`src/rtl/fpadd_issue.sv`:
```
`default_nettype none
// +----------------------------------------------------------------------------+
// | fpadd_issue: operand FIFO, start/done launcher and valid/ready result      |
// | register in front of a multicycle floating-point adder.                    |
// | Optional macro FPADD_TIMEOUT_EN: abort a hung operation with a quiet NaN.  |
// | Revision: 1.0                                                              |
// +----------------------------------------------------------------------------+
module fpadd_issue #(
   parameter int DEPTH   = 4,
   parameter int TIMEOUT = 64
) (
   input  logic        clk,
   input  logic        reset,
   input  logic        in_valid,
   output logic        in_ready,
   input  logic [31:0] in_a,
   input  logic [31:0] in_b,
   output logic        add_start,
   output logic [31:0] add_a,
   output logic [31:0] add_b,
   input  logic        add_done,
   input  logic [31:0] add_sum,
   output logic        out_valid,
   input  logic        out_ready,
   output logic [31:0] out_sum,
   output logic        out_err
);

   localparam int                 c_PTR_W = $clog2(DEPTH);
   localparam logic [c_PTR_W:0]   c_FULL  = (c_PTR_W + 1)'(DEPTH);
   localparam logic [31:0]        c_QNAN  = 32'h7FC0_0000;

   if (DEPTH < 2 || (DEPTH & (DEPTH - 1)) != 0 || TIMEOUT < 2) begin : g_param_check
      $error("fpadd_issue: DEPTH must be a power of two >= 2, TIMEOUT >= 2");
   end

   typedef enum logic [1:0] {
      S_IDLE   = 2'd0,
      S_LAUNCH = 2'd1,
      S_ARM    = 2'd2,
      S_WAIT   = 2'd3
   } state_t;

   state_t               r_state;
   state_t               w_state_nxt;

   logic [63:0]          r_mem [DEPTH];
   logic [c_PTR_W-1:0]   r_wr_ptr;
   logic [c_PTR_W-1:0]   r_rd_ptr;
   logic [c_PTR_W:0]     r_count;

   logic                 r_add_start;
   logic [31:0]          r_add_a;
   logic [31:0]          r_add_b;
   logic                 r_out_valid;
   logic [31:0]          r_out_sum;

   logic                 w_push;
   logic                 w_pop;
   logic                 w_capture;
   logic                 w_abort;
   logic [63:0]          w_head;

   assign in_ready  = (r_count != c_FULL);
   assign w_push    = in_valid && in_ready;
   assign w_head    = r_mem[r_rd_ptr];

   assign add_start = r_add_start;
   assign add_a     = r_add_a;
   assign add_b     = r_add_b;
   assign out_valid = r_out_valid;
   assign out_sum   = r_out_sum;

`ifdef FPADD_TIMEOUT_EN
   localparam int                c_TMO_W    = $clog2(TIMEOUT) + 1;
   localparam logic [c_TMO_W-1:0] c_TMO_LAST = c_TMO_W'(TIMEOUT - 1);

   logic [c_TMO_W-1:0]   r_tmo;
   logic                 r_out_err;

   // Counter restarts while in ARM so it reads zero on the first WAIT cycle.
   always_ff @(posedge clk) begin
      if (reset) begin
         r_tmo     <= '0;
         r_out_err <= 1'b0;
      end else begin
         if (r_state == S_ARM)
            r_tmo <= '0;
         else if (r_state == S_WAIT && !add_done)
            r_tmo <= r_tmo + 1'b1;

         if (w_capture)
            r_out_err <= 1'b0;
         else if (w_abort)
            r_out_err <= 1'b1;
      end
   end

   assign out_err = r_out_err;
`else
   assign out_err = 1'b0;
`endif

   always_ff @(posedge clk) begin
      if (reset)
         r_state <= S_IDLE;
      else
         r_state <= w_state_nxt;
   end

   // A done seen in ARM is the previous operation's sticky done and is ignored.
   always_comb begin
      w_state_nxt = r_state;
      w_pop       = 1'b0;
      w_capture   = 1'b0;
      w_abort     = 1'b0;
      case (r_state)
         S_IDLE: begin
            if (r_count != '0 && !r_out_valid) begin
               w_pop       = 1'b1;
               w_state_nxt = S_LAUNCH;
            end
         end
         S_LAUNCH: w_state_nxt = S_ARM;
         S_ARM:    w_state_nxt = S_WAIT;
         S_WAIT: begin
            if (add_done) begin
               w_capture   = 1'b1;
               w_state_nxt = S_IDLE;
            end
`ifdef FPADD_TIMEOUT_EN
            else if (r_tmo == c_TMO_LAST) begin
               w_abort     = 1'b1;
               w_state_nxt = S_IDLE;
            end
`endif
         end
         default: w_state_nxt = S_IDLE;
      endcase
   end

   always_ff @(posedge clk) begin
      if (w_push)
         r_mem[r_wr_ptr] <= {in_a, in_b};
   end

   always_ff @(posedge clk) begin
      if (reset) begin
         r_wr_ptr <= '0;
         r_rd_ptr <= '0;
         r_count  <= '0;
      end else begin
         if (w_push)
            r_wr_ptr <= r_wr_ptr + 1'b1;
         if (w_pop)
            r_rd_ptr <= r_rd_ptr + 1'b1;
         case ({w_push, w_pop})
            2'b10:   r_count <= r_count + 1'b1;
            2'b01:   r_count <= r_count - 1'b1;
            default: r_count <= r_count;
         endcase
      end
   end

   always_ff @(posedge clk) begin
      if (reset) begin
         r_add_start <= 1'b0;
         r_add_a     <= '0;
         r_add_b     <= '0;
         r_out_valid <= 1'b0;
         r_out_sum   <= '0;
      end else begin
         r_add_start <= w_pop;
         if (w_pop) begin
            r_add_a <= w_head[63:32];
            r_add_b <= w_head[31:0];
         end

         if (w_capture) begin
            r_out_sum   <= add_sum;
            r_out_valid <= 1'b1;
         end else if (w_abort) begin
            r_out_sum   <= c_QNAN;
            r_out_valid <= 1'b1;
         end else if (out_ready) begin
            r_out_valid <= 1'b0;
         end
      end
   end

endmodule
`default_nettype wire

```
`config.mk`:
```
export PLATFORM = sky130hd
export DESIGN_NAME = fpadd_issue
export DESIGN_NICKNAME = d
export VERILOG_FILES = /design/src/rtl/fpadd_issue.sv
export SDC_FILE = /design/constraint.sdc
export NUM_CORES = 1
export LEC_CHECK = 0
export ABC_AREA = 1
export ABC_CLOCK_PERIOD_IN_PS = 3950
export BUFFER_PORTS_ARGS = -buffer_cell sky130_fd_sc_hd__buf_4
export CAP_MARGIN = 0
export CORE_MARGIN = 4
export CORE_UTILIZATION = 50
export DETAILED_ROUTE_END_ITERATION = 12
export PLACE_DENSITY = 0.74
export SKIP_LAST_GASP = 1
export SYNTH_ARGS = -nofsm -noshare
export SYNTH_HDL_FRONTEND = slang
export SYNTH_SLANG_ARGS = --single-unit
```
`constraint.sdc`:
```
create_clock -name clk -period 3.95 [get_ports clk]
set_input_delay 0.79 -clock clk [delete_from_list [all_inputs] [get_ports clk]]
set_output_delay 0.79 -clock clk [all_outputs]
set_load 0.005 [all_outputs]
```
==> results_dict.tcl, run 1 <==
set metrics [dict create \
    yosys.area_share.simple_pct 14.7 \
    drt-total-wl_um 30900 \
    met1_usage_pct 25.8 \
    cts_buffers 38 \
    area_growth_pct 21.0 \
    grt.busiest_layer "met2" \
    p_clk_share_pct 31.0 \
    grt_setup_unrepaired "no" \
    switching_share_pct 30.6 \
    io_buffers 199 \
    cts.sinks 363 \
    power_density_mw_per_mm2 666 \
    cp_common_cell "nor2_1" \
    drt.antenna.violating_nets 0 \
    grt.total_usage_pct 19.6 \
    dp_cells 1767 \
    hold_viol_final 0 \
    synth_edf_count 256 \
    setup_viol 0 \
    ctsHoldBuffers 0 \
    cpMaxStageDelayCell "buf_4" \
    ys_seq_elements 363 \
    synth_ff_type "edfxtp_1" \
    cp.arrival_ps 2810 \
    ys_seq_area_share_pct 70.6 \
    num_vias 9391 \
    htreeDepth 2 \
    required_ps 4390 \
    synth_compound_area_share_pct 9.71 \
    syn_nets 1363 \
    relSlewSlack_pct 22.4 \
    synth_mux_area_share_pct 0 \
    io_pins 201 \
    rows 60 \
    cap_violations 0 \
    cts_buffer_depth 3 \
    drtIter0Drc 621 \
    synth_top_area_share_pct 55.3 \
    path_buf_inv 1 \
    grt_max_degree 102 \
    period_share_pct 59.9 \
    fin_cells 1837 \
    cts-root-buf "clkbuf_16" \
    fp.dieH_um 175 \
    outcome "complete, no violations" \
    drc_errors 0 \
    post_cts.repair.setup_buffers 0 \
    synth_top_family_by_area "simple AND/OR/NAND/NOR gates" \
    critPathLaunchType "flip-flop" \
    path_class "flip-flop to flip-flop" \
    path_clk_slew_ps 60 \
    reg2reg_depth 7 \
    p_switching_mw 3.43 \
    use_met2_pct 33.2 \
    yosysTopAreaCell "edfxtp_1" \
    yosys-top-cells-count "nor2_1, edfxtp_1, o21ai_0" \
    first_global_vias 9153 \
    worstMarginPinSlew_ps 1160 \
    cp_slowest_stage_delay_ps 930 \
    ys_warn_count 0 \
    fin_crit_ps 2370 \
    async_reset_ff_share_pct 0 \
    synth_cells 1252 \
    seq_area_mm2 0.00984 \
    report.power.total_mw 11.2 \
    dieArea_mm2 0.0306 \
    holdPathStages 1 \
    grt_remaining_overflow 0 \
    via_per_inst 5.11 \
    final_nets 1546 \
    firstDrtPassIters 5 \
    antenna_found_initial 2 \
    synth_xor_area_share_pct 0.0629 \
    hold_class "input port to flip-flop" \
    multiInputGateArea_mm2 0.00358 \
    core_mm2 0.0272 \
    met3_usage_pct 4.05 \
    cts_resized 0 \
    synthTopCellsByArea "edfxtp_1, dfxtp_1, nor2_1, o21ai_0, o21bai_1" \
    nFillCells 2173 \
    internal_power_mw 7.79 \
    rrSetupSlack_ps 1580 \
    yosysMostFrequentCell "nor2_1" \
    die_w_um 175 \
    dp_hpwl_um 17700 \
    cp.depth 7 \
    place.gp.congestion 0.748 \
    peakVddDrop_mv 0.557 \
    wl_per_cell_um 16.8 \
    synth-adder-area-share_pct 0.953 \
    crit_fanout 101 \
    endpoint_kind "flip-flop" \
    syn_area_mm2 0.0139 \
    start_util_pct 51.2 \
    p_comb_share_pct 25.3 \
    cts_tree "done" \
    drive_gt1_share_pct 19.1 \
    p_seq_share_pct 43.7 \
    grt_pass1_wl_um 48300 \
    drv_slew 0 \
    insertion_delay_ps 520 \
    crit_path_cell_trace "buf_4 > nor2_1 > nor2_1 > o21ai_0 > nand2_1 > nor2_1 > nor2_1" \
    p_leak_nw 6.76 \
    ys_types 23 \
    cp_top_family "buffers and inverters" \
    synth_area_per_cell_um2 11.1 \
    fmax_mhz 422 \
    fin_skew_ps 20.7 \
]
## path summary, 6_finish.rpt
check               from      endpoint
max          r_rd_ptr[0]      add_a[6]
min reg2reg  out_sum[19]   out_sum[19]
min             in_a[25]  r_mem[1][57]
max reg2reg  r_rd_ptr[0]      add_a[6]
## layout make-up
cell class	count	share of cell area, %
Clock buffer	52	6.15
Clock inverter	17	1.12
Sequential cell	363	58.4
Multi-Input combinational cell	793	21.3
Tap cell	372	2.76
Timing Repair Buffer	217	9.75
Inverter	22	0.498
Antenna cell	1	0.0149
## per-layer routing
layer / routed length, um / vias to the layer above / share of wire [%]
li1: - / 4591 / -
met1: 13500 / 4488 / 44
met2: 15000 / 260 / 48
met3: 1840 / 48 / 5.9
met4: 566 / 4 / 1.8
met5: 27 / - / 0.087
## logic make-up (layout without fill, tap and decap cells)
kind of cell | Yosys count | after routing
xor gates and xnor gates | 1 | 1
and+or+nand+nor | 543 | 543
DFF | 363 | 363
buffers and inverters | 96 | 308
other | 1 | 2
adders and majority gates | 10 | 10
AOI/OAI and AO/OA | 238 | 238
## stage by stage
step                hold slack (ps)  utilization, %  area, um^2  TNS, ps  setup slack (ps)
detailed placement              474            57.4       15600        0              1440
global route                    459            62.0       16800        0              1410
global placement                467            57.4       15600        0              1430
finish                          473            62.0       16800        0              1580
floorplan                       459               -       13900   -45200              -177
CTS                             450            62.0       16800        0              1610
## state kept, by name, indices dropped and copies added (netlist names)
register and flops:
add_b 32, r_wr_ptr 2, add_start 1, r_rd_ptr 2
add_a 32, r_count 3, out_sum 32, r_state 2
out_valid 1, r_mem 256
## layout by cell type (no fill, tap or decap), types with 4 or more instances in the layout
cell / netlist / layout
dfxtp_1: 107 / 105
clkinv_1: 0 / 5
nor2_1: 459 / 455
o21bai_1: 64 / 64
buf_4: 8 / 216
ha_1: 9 / 9
inv_1: 19 / 19
bufinv_16: 0 / 4
edfxtp_1: 256 / 256
clkbuf_16: 0 / 39
o21ai_0: 141 / 141
clkbuf_1: 18 / 12
clkinv_2: 0 / 5
o21ai_1: 24 / 24
a21oi_1: 9 / 9
nand2_1: 79 / 79
nor2_4: 0 / 4
## power by group through the flow
stage / Combinational [mW] / Clock, mW / Sequential (mW)
6_report: 2.83 / 3.48 / 4.90
2_1_floorplan: 1.90 / 0 / 4.96
3_3_place_gp: 2.79 / 0 / 4.96
5_1_grt: 3.21 / 3.72 / 4.95
4_1_cts: 2.88 / 3.55 / 4.90
3_5_place_dp: 2.86 / 0 / 4.98
## worst register-to-register path: stages, from the launching register on
cell and delay, ps:
dfxtp_4 570, buf_4 930, nor2_1 220, nor2_1 160, o21ai_0 120, nand2_1 110, nor2_1 40, nor2_1 130
No activity file was read; power rests on OpenSTA's default activity.
==> inputs of run 2 (changes only) <==
--- a/config.mk
+++ b/config.mk
@@ -5,14 +5,14 @@
 export SDC_FILE = /design/constraint.sdc
 export NUM_CORES = 1
 export LEC_CHECK = 0
-export ABC_AREA = 1
-export ABC_CLOCK_PERIOD_IN_PS = 3950
+export ABC_AREA = 0
+export ABC_CLOCK_PERIOD_IN_PS = 2300
 export BUFFER_PORTS_ARGS = -buffer_cell sky130_fd_sc_hd__buf_4
 export CAP_MARGIN = 0
 export CORE_MARGIN = 4
 export CORE_UTILIZATION = 50
 export DETAILED_ROUTE_END_ITERATION = 12
-export PLACE_DENSITY = 0.74
+export PLACE_DENSITY = 0.72
 export SKIP_LAST_GASP = 1
 export SYNTH_ARGS = -nofsm -noshare
 export SYNTH_HDL_FRONTEND = slang
==> constraint.sdc (replaced) <==
create_clock -name clk -period 2.3 [get_ports clk]
set_input_delay 0.46 -clock clk [delete_from_list [all_inputs] [get_ports clk]]
set_output_delay 0.46 -clock clk [all_outputs]
set_load 0.005 [all_outputs]
==> run 2 against run 1 <==
Compared with the run above: setup slack got worse by 1400 ps; flip-flop and latch count did not move; clock skew fell by 9.8 ps; routed wire length fell by 17%; cell count fell by 30%; critical path depth rose by 1; critical path type unchanged; largest power group unchanged.
==> results_dict.tcl, run 2 <==
set metrics [dict create \
    drv_slew 0 \
    peakVddDrop_mv 0.615 \
    drc_errors 0 \
    drt-total-wl_um 25600 \
    fin_area_mm2 0.0161 \
    synth_cells 698 \
    critPathLaunchType "flip-flop" \
    grt_pass1_wl_um 40800 \
    met3_usage_pct 5.30 \
    wl_per_cell_um 20.0 \
    synth_area_per_cell_um2 18.6 \
    power_density_mw_per_mm2 1150 \
    synth_compound_area_share_pct 6.50 \
    fp.dieH_um 169 \
    synth_ff_type "edfxtp_1" \
    reg2reg_depth 8 \
    yosysMostFrequentCell "edfxtp_1" \
    via_per_inst 5.42 \
    r2r-start "r_count[2]" \
    num_vias 6937 \
    nFillCells 1808 \
    crit_fanout 2 \
    rows 58 \
    fmax_mhz 462 \
    synth_top_family_by_area "multiplexers" \
    cap_violations 0 \
    fin_crit_ps 2160 \
    min_from "in_b[7]" \
    layout_common_cells "edfxtp_1, buf_4, dfxtp_1, nand2_1" \
    area_growth_pct 24.5 \
    period_share_pct 94.0 \
    start_util_pct 51.2 \
    dp_cells 1210 \
    tns_ps 0 \
    synth_xor_area_share_pct 0.135 \
    fin_skew_ps 10.9 \
    cp_slowest_stage_delay_ps 460 \
    path_clk_slew_ps 60 \
    p_leak_nw 5.81 \
    io_buffers 199 \
    yosysTopAreaCell "edfxtp_1" \
    cp.arrival_ps 2600 \
    ys_seq_elements 363 \
    setup_viol 0 \
    dieArea_mm2 0.0286 \
    endpoint_kind "flip-flop" \
    ctsHoldBuffers 0 \
    insertion_delay_ps 510 \
    drive_gt1_share_pct 37.5 \
    holdPathStages 1 \
    use_met2_pct 29.5 \
    crit_path_cell_trace "or3b_2 > nand2_1 > ha_2 > inv_1 > fa_1 > xor2_1 > or3_1 > a21oi_1" \
    regMostFlops "r_mem" \
    synth_top_area_share_pct 59.3 \
    cts_buffer_depth 3 \
    syn_nets 809 \
    ys_warn_count 0 \
    final_nets 1032 \
    grt.busiest_layer "met2" \
    die_w_um 169 \
    required_ps 2730 \
    synthTopCellsByArea "edfxtp_1, dfxtp_1, mux4_2, a22o_1, nand2_1" \
    synth_edf_count 256 \
    yosys.area_share.simple_pct 3.16 \
    htreeDepth 2 \
    hold_class "input port to flip-flop" \
    first_global_vias 7337 \
    place_area_mm2 0.0150 \
    antenna_found_initial 0 \
    ys_types 36 \
    drtIter0Drc 495 \
    synth_mux_area_share_pct 11.1 \
    rrSetupSlack_ps 140 \
    cts.sinks 363 \
    ys_seq_area_share_pct 75.9 \
    hold_viol_final 0 \
    cpMaxStageDelayCell "or3b_2" \
    largest_register_ff_count 256 \
    outcome "complete, no violations" \
    relSlewSlack_pct 54.0 \
    syn_area_mm2 0.0130 \
    core_mm2 0.0253 \
    fin_cells 1280 \
    cts-root-buf "clkbuf_16" \
    drt.antenna.violating_nets 0 \
    hold-path-endpoint "r_mem[0][7]" \
    seq_area_mm2 0.00984 \
    diodes 0 \
    grt_remaining_overflow 0 \
    grt.total_usage_pct 18.0 \
    path_class "flip-flop to flip-flop" \
    grt_max_degree 65 \
    io_pins 201 \
    synth-adder-area-share_pct 1.02 \
    yosys-top-cells-count "edfxtp_1, dfxtp_1, nand2_1" \
    met1_usage_pct 24.2 \
    worstMarginPinSlew_ps 680 \
    cts_tree "done" \
    reg2reg_to "r_count[2]" \
    dp_hpwl_um 15500 \
    multiInputGateArea_mm2 0.00288 \
    place.gp.congestion 0.702 \
    firstDrtPassIters 4 \
    async_reset_ff_share_pct 0 \
    cts_buffers 38 \
    layout_commonest_cell "edfxtp_1" \
]
==> run 2: what timing repair did <==
action | CTS | global route
setup buffers | 0 | 1
endpoints found under the setup margin | 0 | 1
gates resized for setup | 0 | 2
==> run 2: final cells by class <==
type,count,share of cell area [%]
Sequential cell,363,61.0
Clock buffer,60,6.92
Clock inverter,9,0.326
Multi-Input combinational cell,283,17.8
Timing Repair Buffer,226,11.2
Inverter,9,0.209
Tap cell,330,2.56
==> run 2: worst max path at each step <==
stage / to / from / cells past startpoint
2_1_floorplan: r_count[2] / r_count[2] / 9
3_3_place_gp: r_count[2] / r_state[0] / 10
3_5_place_dp: r_count[2] / r_state[0] / 10
4_1_cts: r_count[2] / r_state[0] / 10
5_1_grt: r_count[2] / r_state[0] / 10
6_report: r_count[2] / r_count[2] / 8
==> run 2: kinds of logic (layout without fill, tap and decap cells) <==
group | after synthesis | in the layout
adders and majority gates | 10 | 10
muxes | 64 | 64
DFF | 363 | 363
xor gates and xnor gates | 2 | 2
and+or+nand+nor | 93 | 93
other | 1 | 1
buffers and inverters | 52 | 304
AOI/OAI and AO/OA | 113 | 113
==> run 2: per-stage QoR <==
| stage | setup slack [ps] | power, mW | util, % | hold WS [ps] |
|---|---|---|---|---|
| after floorplan | 51.9 | 11.2 | - | 453 |
| after CTS | 64.0 | 18.8 | 63.7 | 127 |
| final | 138 | 18.5 | 63.7 | 150 |
| after detailed placement | 84.7 | 13.0 | 59.1 | 447 |
| after global routing | -7.03 | 19.5 | 63.7 | 130 |
| after global placement | 120 | 13.0 | 59.1 | 442 |
==> run 2: worst max-delay path, delay by kind of cell, from the launching register on <==
| family | cells | cell delay [ps] |
|---|---|---|
| simple gates | 3 | 860 |
| fa+ha+maj | 2 | 560 |
| flops | 1 | 330 |
| xor+xnor | 1 | 150 |
| compound gates | 1 | 140 |
| buf+inv | 1 | 60 |
==> run 2: layer usage <==
layer  vias to the layer above  share of wire [%]  wire length (um)
met4                         0                1.8               473
met3                        45                8.4              2140
met1                      3451                 41             10400
met5                         -                  0                 0
met2                       242                 49             12500
li1                       3199                  -                 -
==> run 2: power breakdown <==
group | switching (mW) | internal, mW
combinational | 1.85 | 2.43
clock | 2.36 | 3.34
sequential | 0.576 | 7.97
total | 4.79 | 13.7
